$ cat config.mk
export PLATFORM = sky130hd
export DESIGN_NAME = mine_field_gen_flat
export DESIGN_NICKNAME = d
export VERILOG_FILES = /design/src/rtl/mine_field_gen_if.sv /design/src/rtl/mine_field_gen.sv /design/src/flat_wrapper.sv
export SDC_FILE = /design/constraint.sdc
export NUM_CORES = 1
export LEC_CHECK = 0
export ABC_AREA = 1
export BUFFER_PORTS_ARGS = -buffer_cell sky130_fd_sc_hd__buf_2
export CORE_UTILIZATION = 45
export DETAILED_ROUTE_END_ITERATION = 10
export GPL_TIMING_DRIVEN = 0
export PLACE_DENSITY = 0.7
export REMOVE_ABC_BUFFERS = 1
export SYNTH_ARGS = -nofsm -noshare
export SYNTH_HDL_FRONTEND = slang
export SYNTH_SLANG_ARGS = --single-unit
$ cat constraint.sdc
create_clock -name in_clka -period 14.05 [get_ports in_clka]
set_input_delay 0.7025 -clock in_clka [delete_from_list [all_inputs] [get_ports in_clka]]
set_output_delay 0.7025 -clock in_clka [all_outputs]
set_load 0.005 [all_outputs]
$ cat src/rtl/mine_field_gen_if.sv
// Purpose: groups the controller-facing signals of mine_field_gen.
//  Controller -> generator: in_start, in_seed, in_mult, in_increment, in_safe_cell
//  Generator -> controller: out_mines, out_count, out_busy, out_done, out_error
//  master = game controller side, slave = generator side.
interface mine_field_gen_if #(
   parameter int unsigned ROWS      = 5,
   parameter int unsigned COLS      = 5,
   parameter int unsigned NUM_MINES = 5,
   parameter int unsigned SEED_W    = 16
);
   localparam int unsigned CELLS = ROWS * COLS;
   localparam int unsigned IDX_W = $clog2(CELLS);
   localparam int unsigned CNT_W = $clog2(NUM_MINES + 1);

   logic              in_start;
   logic [SEED_W-1:0] in_seed;
   logic [SEED_W-1:0] in_mult;
   logic [SEED_W-1:0] in_increment;
   logic [IDX_W-1:0]  in_safe_cell;
   logic [CELLS-1:0]  out_mines;
   logic [CNT_W-1:0]  out_count;
   logic              out_busy;
   logic              out_done;
   logic              out_error;

   modport master (
      output in_start, in_seed, in_mult, in_increment, in_safe_cell,
      input  out_mines, out_count, out_busy, out_done, out_error
   );

   modport slave (
      input  in_start, in_seed, in_mult, in_increment, in_safe_cell,
      output out_mines, out_count, out_busy, out_done, out_error
   );
endinterface

$ cat src/rtl/mine_field_gen.sv
// Purpose: places NUM_MINES distinct mines on a ROWS x COLS board using an
//  LCG X <= A*X + C (mod 2^SEED_W); one draw per cycle, candidate cell is the
//  top IDX_W bits of the new X. Duplicates, out-of-range cells and the safe
//  cell are redrawn; the run aborts after MAX_TRIES draws.
// Ports:
//  in_clka  - clock, rising edge
//  in_reset - synchronous active-high reset
//  bus      - slave side of mine_field_gen_if (start/seed/mult/increment/
//             safe_cell in; mines/count/busy/done/error out)
module mine_field_gen #(
   parameter int unsigned ROWS      = 5,
   parameter int unsigned COLS      = 5,
   parameter int unsigned NUM_MINES = 5,
   parameter int unsigned SEED_W    = 16,
   parameter int unsigned MAX_TRIES = 64
) (
   input logic              in_clka,
   input logic              in_reset,
   mine_field_gen_if.slave  bus
);
   localparam int unsigned CELLS  = ROWS * COLS;
   localparam int unsigned IDX_W  = $clog2(CELLS);
   localparam int unsigned CNT_W  = $clog2(NUM_MINES + 1);
   localparam int unsigned TRY_W  = $clog2(MAX_TRIES + 1);
   localparam int unsigned PROD_W = 2 * SEED_W;

   typedef enum logic [1:0] {ST_IDLE, ST_DRAW, ST_DONE} state_e;

   state_e            state_q, state_d;
   logic [SEED_W-1:0] x_q, x_d;
   logic [SEED_W-1:0] mult_q, mult_d;
   logic [SEED_W-1:0] inc_q, inc_d;
   logic [IDX_W-1:0]  safe_q, safe_d;
   logic [CELLS-1:0]  mines_q, mines_d;
   logic [CNT_W-1:0]  count_q, count_d;
   logic [TRY_W-1:0]  tries_q, tries_d;
   logic              busy_q, busy_d;
   logic              done_q, done_d;
   logic              error_q, error_d;

   logic [SEED_W-1:0] x_next_c;
   logic [IDX_W-1:0]  idx_c;
   logic              in_range_c;
   logic              occupied_c;
   logic              accept_c;

   // Next LCG value and candidate evaluation; low bits of the full product kept.
   always_comb begin
      x_next_c   = SEED_W'(PROD_W'(mult_q) * PROD_W'(x_q)) + inc_q;
      idx_c      = x_next_c[SEED_W-1 -: IDX_W];
      in_range_c = 1'b0;
      occupied_c = 1'b0;
      // Decoding via a loop keeps the lookup in bounds when idx_c >= CELLS.
      for (int unsigned i = 0; i < CELLS; i++) begin
         if (idx_c == IDX_W'(i)) begin
            in_range_c = 1'b1;
            occupied_c = mines_q[i];
         end
      end
      accept_c = in_range_c && (idx_c != safe_q) && !occupied_c;
   end

   // Next-state and output logic.
   always_comb begin
      state_d = state_q;
      x_d     = x_q;
      mult_d  = mult_q;
      inc_d   = inc_q;
      safe_d  = safe_q;
      mines_d = mines_q;
      count_d = count_q;
      tries_d = tries_q;
      busy_d  = busy_q;
      done_d  = 1'b0;
      error_d = error_q;

      case (state_q)
         ST_IDLE: begin
            if (bus.in_start) begin
               x_d     = bus.in_seed;
               mult_d  = bus.in_mult;
               inc_d   = bus.in_increment;
               safe_d  = bus.in_safe_cell;
               mines_d = '0;
               count_d = '0;
               tries_d = '0;
               error_d = 1'b0;
               busy_d  = 1'b1;
               state_d = ST_DRAW;
            end
         end
         ST_DRAW: begin
            x_d     = x_next_c;
            tries_d = tries_q + TRY_W'(1);
            if (accept_c) begin
               mines_d = mines_q | (CELLS'(1) << idx_c);
               count_d = count_q + CNT_W'(1);
            end
            // Success is tested first so it wins over a coincident budget expiry.
            if (accept_c && (count_q + CNT_W'(1) == CNT_W'(NUM_MINES))) begin
               busy_d  = 1'b0;
               done_d  = 1'b1;
               state_d = ST_DONE;
            end else if (tries_d == TRY_W'(MAX_TRIES)) begin
               busy_d  = 1'b0;
               done_d  = 1'b1;
               error_d = 1'b1;
               state_d = ST_DONE;
            end
         end
         ST_DONE: begin
            state_d = ST_IDLE;
         end
         default: begin
            state_d = ST_IDLE;
         end
      endcase
   end

   // State register with synchronous reset.
   always_ff @(posedge in_clka) begin
      if (in_reset) begin
         state_q <= ST_IDLE;
         x_q     <= '0;
         mult_q  <= '0;
         inc_q   <= '0;
         safe_q  <= '0;
         mines_q <= '0;
         count_q <= '0;
         tries_q <= '0;
         busy_q  <= 1'b0;
         done_q  <= 1'b0;
         error_q <= 1'b0;
      end else begin
         state_q <= state_d;
         x_q     <= x_d;
         mult_q  <= mult_d;
         inc_q   <= inc_d;
         safe_q  <= safe_d;
         mines_q <= mines_d;
         count_q <= count_d;
         tries_q <= tries_d;
         busy_q  <= busy_d;
         done_q  <= done_d;
         error_q <= error_d;
      end
   end

   assign bus.out_mines = mines_q;
   assign bus.out_count = count_q;
   assign bus.out_busy  = busy_q;
   assign bus.out_done  = done_q;
   assign bus.out_error = error_q;
endmodule
$ cat src/flat_wrapper.sv
// flat-port wrapper written by rule: the top's interface ports become plain ports
module mine_field_gen_flat 
#(
   parameter int unsigned ROWS      = 5,
   parameter int unsigned COLS      = 5,
   parameter int unsigned NUM_MINES = 5,
   parameter int unsigned SEED_W    = 16,
   parameter int unsigned MAX_TRIES = 64
)
  (in_clka, in_reset, bus_in_start, bus_in_seed, bus_in_mult, bus_in_increment, bus_in_safe_cell, bus_out_mines, bus_out_count, bus_out_busy, bus_out_done, bus_out_error);
  mine_field_gen_if #(.ROWS(ROWS), .COLS(COLS), .NUM_MINES(NUM_MINES), .SEED_W(SEED_W)) bus_i ();
  input logic in_clka;
  input logic in_reset;
  input wire logic [$bits(bus_i.in_start)-1:0] bus_in_start;
  input wire logic [$bits(bus_i.in_seed)-1:0] bus_in_seed;
  input wire logic [$bits(bus_i.in_mult)-1:0] bus_in_mult;
  input wire logic [$bits(bus_i.in_increment)-1:0] bus_in_increment;
  input wire logic [$bits(bus_i.in_safe_cell)-1:0] bus_in_safe_cell;
  output wire logic [$bits(bus_i.out_mines)-1:0] bus_out_mines;
  output wire logic [$bits(bus_i.out_count)-1:0] bus_out_count;
  output wire logic [$bits(bus_i.out_busy)-1:0] bus_out_busy;
  output wire logic [$bits(bus_i.out_done)-1:0] bus_out_done;
  output wire logic [$bits(bus_i.out_error)-1:0] bus_out_error;
  assign bus_i.in_start = bus_in_start;
  assign bus_i.in_seed = bus_in_seed;
  assign bus_i.in_mult = bus_in_mult;
  assign bus_i.in_increment = bus_in_increment;
  assign bus_i.in_safe_cell = bus_in_safe_cell;
  assign bus_out_mines = bus_i.out_mines;
  assign bus_out_count = bus_i.out_count;
  assign bus_out_busy = bus_i.out_busy;
  assign bus_out_done = bus_i.out_done;
  assign bus_out_error = bus_i.out_error;
  mine_field_gen #(.ROWS(ROWS), .COLS(COLS), .NUM_MINES(NUM_MINES), .SEED_W(SEED_W), .MAX_TRIES(MAX_TRIES)) u_core (.in_clka(in_clka), .in_reset(in_reset), .bus(bus_i));
endmodule
==> impl_metrics.yaml <==
synth:
  synth_seq_cells: 93
  synthesis.area_per_instance_um2: 6.98
  synthMostInstantiatedCell: "inv_1"
  ys_dominant_reg_cell: "dfxtp_1"
  synthTopCellsByArea: "fa_1 21%, dfxtp_1 21%, inv_1 12%, nand2_1 12%, ha_1 7.8%"
  ys_warn_count: 0
  synthDominantAreaCellType: "fa_1"
  synth_edf_count: 0
  yosysSeqAreaShare_pct: 21.2
  syn-cell-area_mm2: 0.00878
  synthArstFlopShare_pct: 0
  synth.top_cells.by_count: "288 x inv_1, 282 x nand2_1, 120 x nor2_1, 94 x fa_1, 93 x dfxtp_1"
  synth_top_area_share_pct: 21.4
  yosysUniqueCellTypes: 36
  synth_cells: 1258
global_route:
  grt_start_max_net_pins: 58
  antenna_violations_before_repair: 0
  global_route.overflow_total: 0
  grt_use_total_pct: 22.9
  first_pass_grt_wire_length_um: 36500
  first_global_vias: 7651
clock_tree:
  cts-root-to-sink-buffers: 2
  clock_latency_ps: 350
  clk_root_buffer_cell: "clkbuf_16"
  cts-resized-gates: 0
  htree_levels: 3
  holdBufCountCts: 0
  cts.reportedPaths.clkPinSlew_ps: 70
  tritoncts_num_sinks: 93
  cts_buffers: 9
  cts_setup_buffers: 0
  cts_tree: "done"
critical_path:
  critical_path_required_ps: 14310
  worst_path_most_repeated_cell: "nand2_1"
  cp-start-kind: "flip-flop"
  slowest_delay_ps: 850
  crit_type: "flip-flop to flip-flop"
  crit_path_max_fanout: 17
  setup.worst_path.end_class: "flip-flop"
  worst-endpoint-arrival_ps: 8050
  crit_path_start: "u_core.x_q[1]$_SDFFE_PP0P_"
  reg2reg_depth: 35
  launch_instance_of_the_worst_register_to_register_path: "u_core.x_q[1]$_SDFFE_PP0P_"
  reg2reg_setup_slack_ps: 6260
  critPathSlowestCell: "dfxtp_1"
timing:
  fin_ws_ps: 6260
  setup_total_negative_slack_ps: 0
  rsz0062_at_grt: "no"
  finalSetupViolCount: 0
  timing.final.max_slew_violations: 0
  period_minus_slack_ps: 7790
  worst-slew-pin-transition_ps: 1280
  hold_violations: 0
  achievable-frequency_mhz: 128
  final.setup_skew_ps: 7.98
  min_period_over_period_pct: 55.5
  slew-limit-headroom_pct: 14.4
detailed_routing:
  vias: 7760
  drtIter0Drc: 450
  route.antenna.remaining_nets: 0
  drc: 0
  detail_route.first_pass.iterations: 5
  drt-vias-per-instance: 4.95
  totalWireLength_um: 21100
  detail_route.wl_per_cell_um: 13.4
die:
  die_width_um: 142
  core_area_mm2: 0.0189
  dieArea_mm2: 0.0201
  floorplan.initialDensity_pct: 46.5
  row_count: 50
  num_io_pins: 87
  die_h_um: 142
final_layout:
  syn2layout_area_growth_pct: 9.83
  layout.nets: 1508
  antenna_cells_inserted: 0
  layout-drive-gt1-share_pct: 9.03
  final_area_mm2: 0.00965
  finish.utilization_pct: 51.1
min_path:
  hold_depth: 2
  min-delay-path-class: "flip-flop to flip-flop"
  timing.hold.worst.start: "u_core.bus.out_mines[13]$_SDFFE_PP0P_"
place:
  dpl.hpwl_um: 15500
  placement.cell_area_mm2: 0.00932
  pre_cts_ws_ps: 6350
  port_buffers: 86
  place.gp.congestion: 0.880
power_and_ir_drop:
  power.share.clock_pct: 19.0
  net_switching_uw: 742
  comb_power_share_pct: 56.7
  power_uw: 1470
  power.leakage_uw: 0.00503
  share_seq_of_total_power_pct: 24.4
  ir_worst_vdd_v: 0.000121
  internal_power_uw: 732
  netSwitchingFraction_pct: 50.4
  powerDensity_mw_per_mm2: 153
outcome:
  outcome: "finished, final reports clean"
flow_run:
  drv.max_cap_violation_count: 0
cell families (layout without fill, tap and decap cells):
| group | Yosys count | after routing | synth area share (%) |
|---|---|---|---|
| and+or+nand+nor | 504 | 504 | 23.5 |
| buffers and inverters | 346 | 395 | 15.3 |
| AOI/OAI and AO/OA | 150 | 150 | 9.06 |
| adders and majority gates | 149 | 149 | 29.3 |
| DFF | 93 | 93 | 21.2 |
| xor gates and xnor gates | 16 | 16 | 1.77 |
critical path: cells and delay by family, from the launching register on:
family | cells | cell delay [ps]
AOI/OAI and AO/OA | 1 | 280
xor gates and xnor gates | 1 | 440
adders and majority gates | 7 | 3440
buffers and inverters | 4 | 360
DFF | 1 | 850
and+or+nand+nor | 22 | 2290
state kept, by name, indices dropped and copies added, names as in the netlist:
signal and flops:
u_core.bus.out_busy 1, u_core.inc_q 16, u_core.bus.out_done 1, u_core.x_q 16, u_core.tries_q 7, u_core.safe_q 5
u_core.bus.out_error 1, u_core.bus.out_count 3, u_core.bus.out_mines 25, u_core.mult_q 16, u_core.state_q 2
final timing paths:
path / endpoint
setup / recovery: u_core.bus.out_busy$_SDFFE_PP0P_
hold / removal: u_core.bus.out_mines[13]$_SDFFE_PP0P_
setup reg to reg: u_core.bus.out_busy$_SDFFE_PP0P_
hold reg to reg: u_core.bus.out_mines[13]$_SDFFE_PP0P_
final cells by class:
| cell class | count | area (µm²) |
|---|---|---|
| Clock inverter | 5 | 88.8 |
| Clock buffer | 10 | 239 |
| Inverter | 293 | 1100 |
| Sequential cell | 93 | 1860 |
| Multi-Input combinational cell | 819 | 5590 |
| Timing Repair Buffer | 87 | 445 |
| Tap cell | 260 | 325 |
| Fill cell | 1932 | 9250 |
power groups by stage:
stage	sequential [µW]	combinational, µW	clock [µW]
floorplan	339	625	0
global placement	361	816	0
detailed placement	363	824	0
CTS	357	835	286
global route	364	962	295
finish	359	835	279
stage by stage:
stage | std cells | hold WS, ps
2_1_floorplan | 1205 | 446
3_3_place_gp | 1551 | 451
3_5_place_dp | 1552 | 457
4_1_cts | 1567 | 469
5_1_grt | 1567 | 485
6_report | 1567 | 469
layer usage:
layer,vias to the layer above,global-route usage [%],routed length [µm]
met4,0,6.23,342
li1,3875,-,-
met3,23,3.27,1250
met1,3639,30.3,9520
met5,-,0,0
met2,223,39.0,9940
placed cells by master, fill, tap and decap left out, types with 2 or more instances in the layout:
cell type  synthesis  routed
nor2_2             0       2
ha_1              55      55
xnor2_1            8       8
nand2_1          282     282
o21ai_0           61      61
nand3_2            2       2
nand2_2            2       2
xor2_2             2       2
o31ai_1            5       5
a21oi_1           68      68
or2_2              3       3
clkbuf_16          0       9
a31oi_1            6       6
bufinv_16          0       2
o21bai_1           2       2
xor2_1             6       6
buf_2              9      86
inv_1            288     287
inv_2              3       4
nand4_1           12      12
inv_6              0       2
o22ai_1            2       2
fa_1              94      94
clkinv_1           2       2
nor2_1           120     118
dfxtp_1           93      93
nor3_1            10      10
nand3_1           71      71
Note: power is estimated with default switching activity, not from simulation.
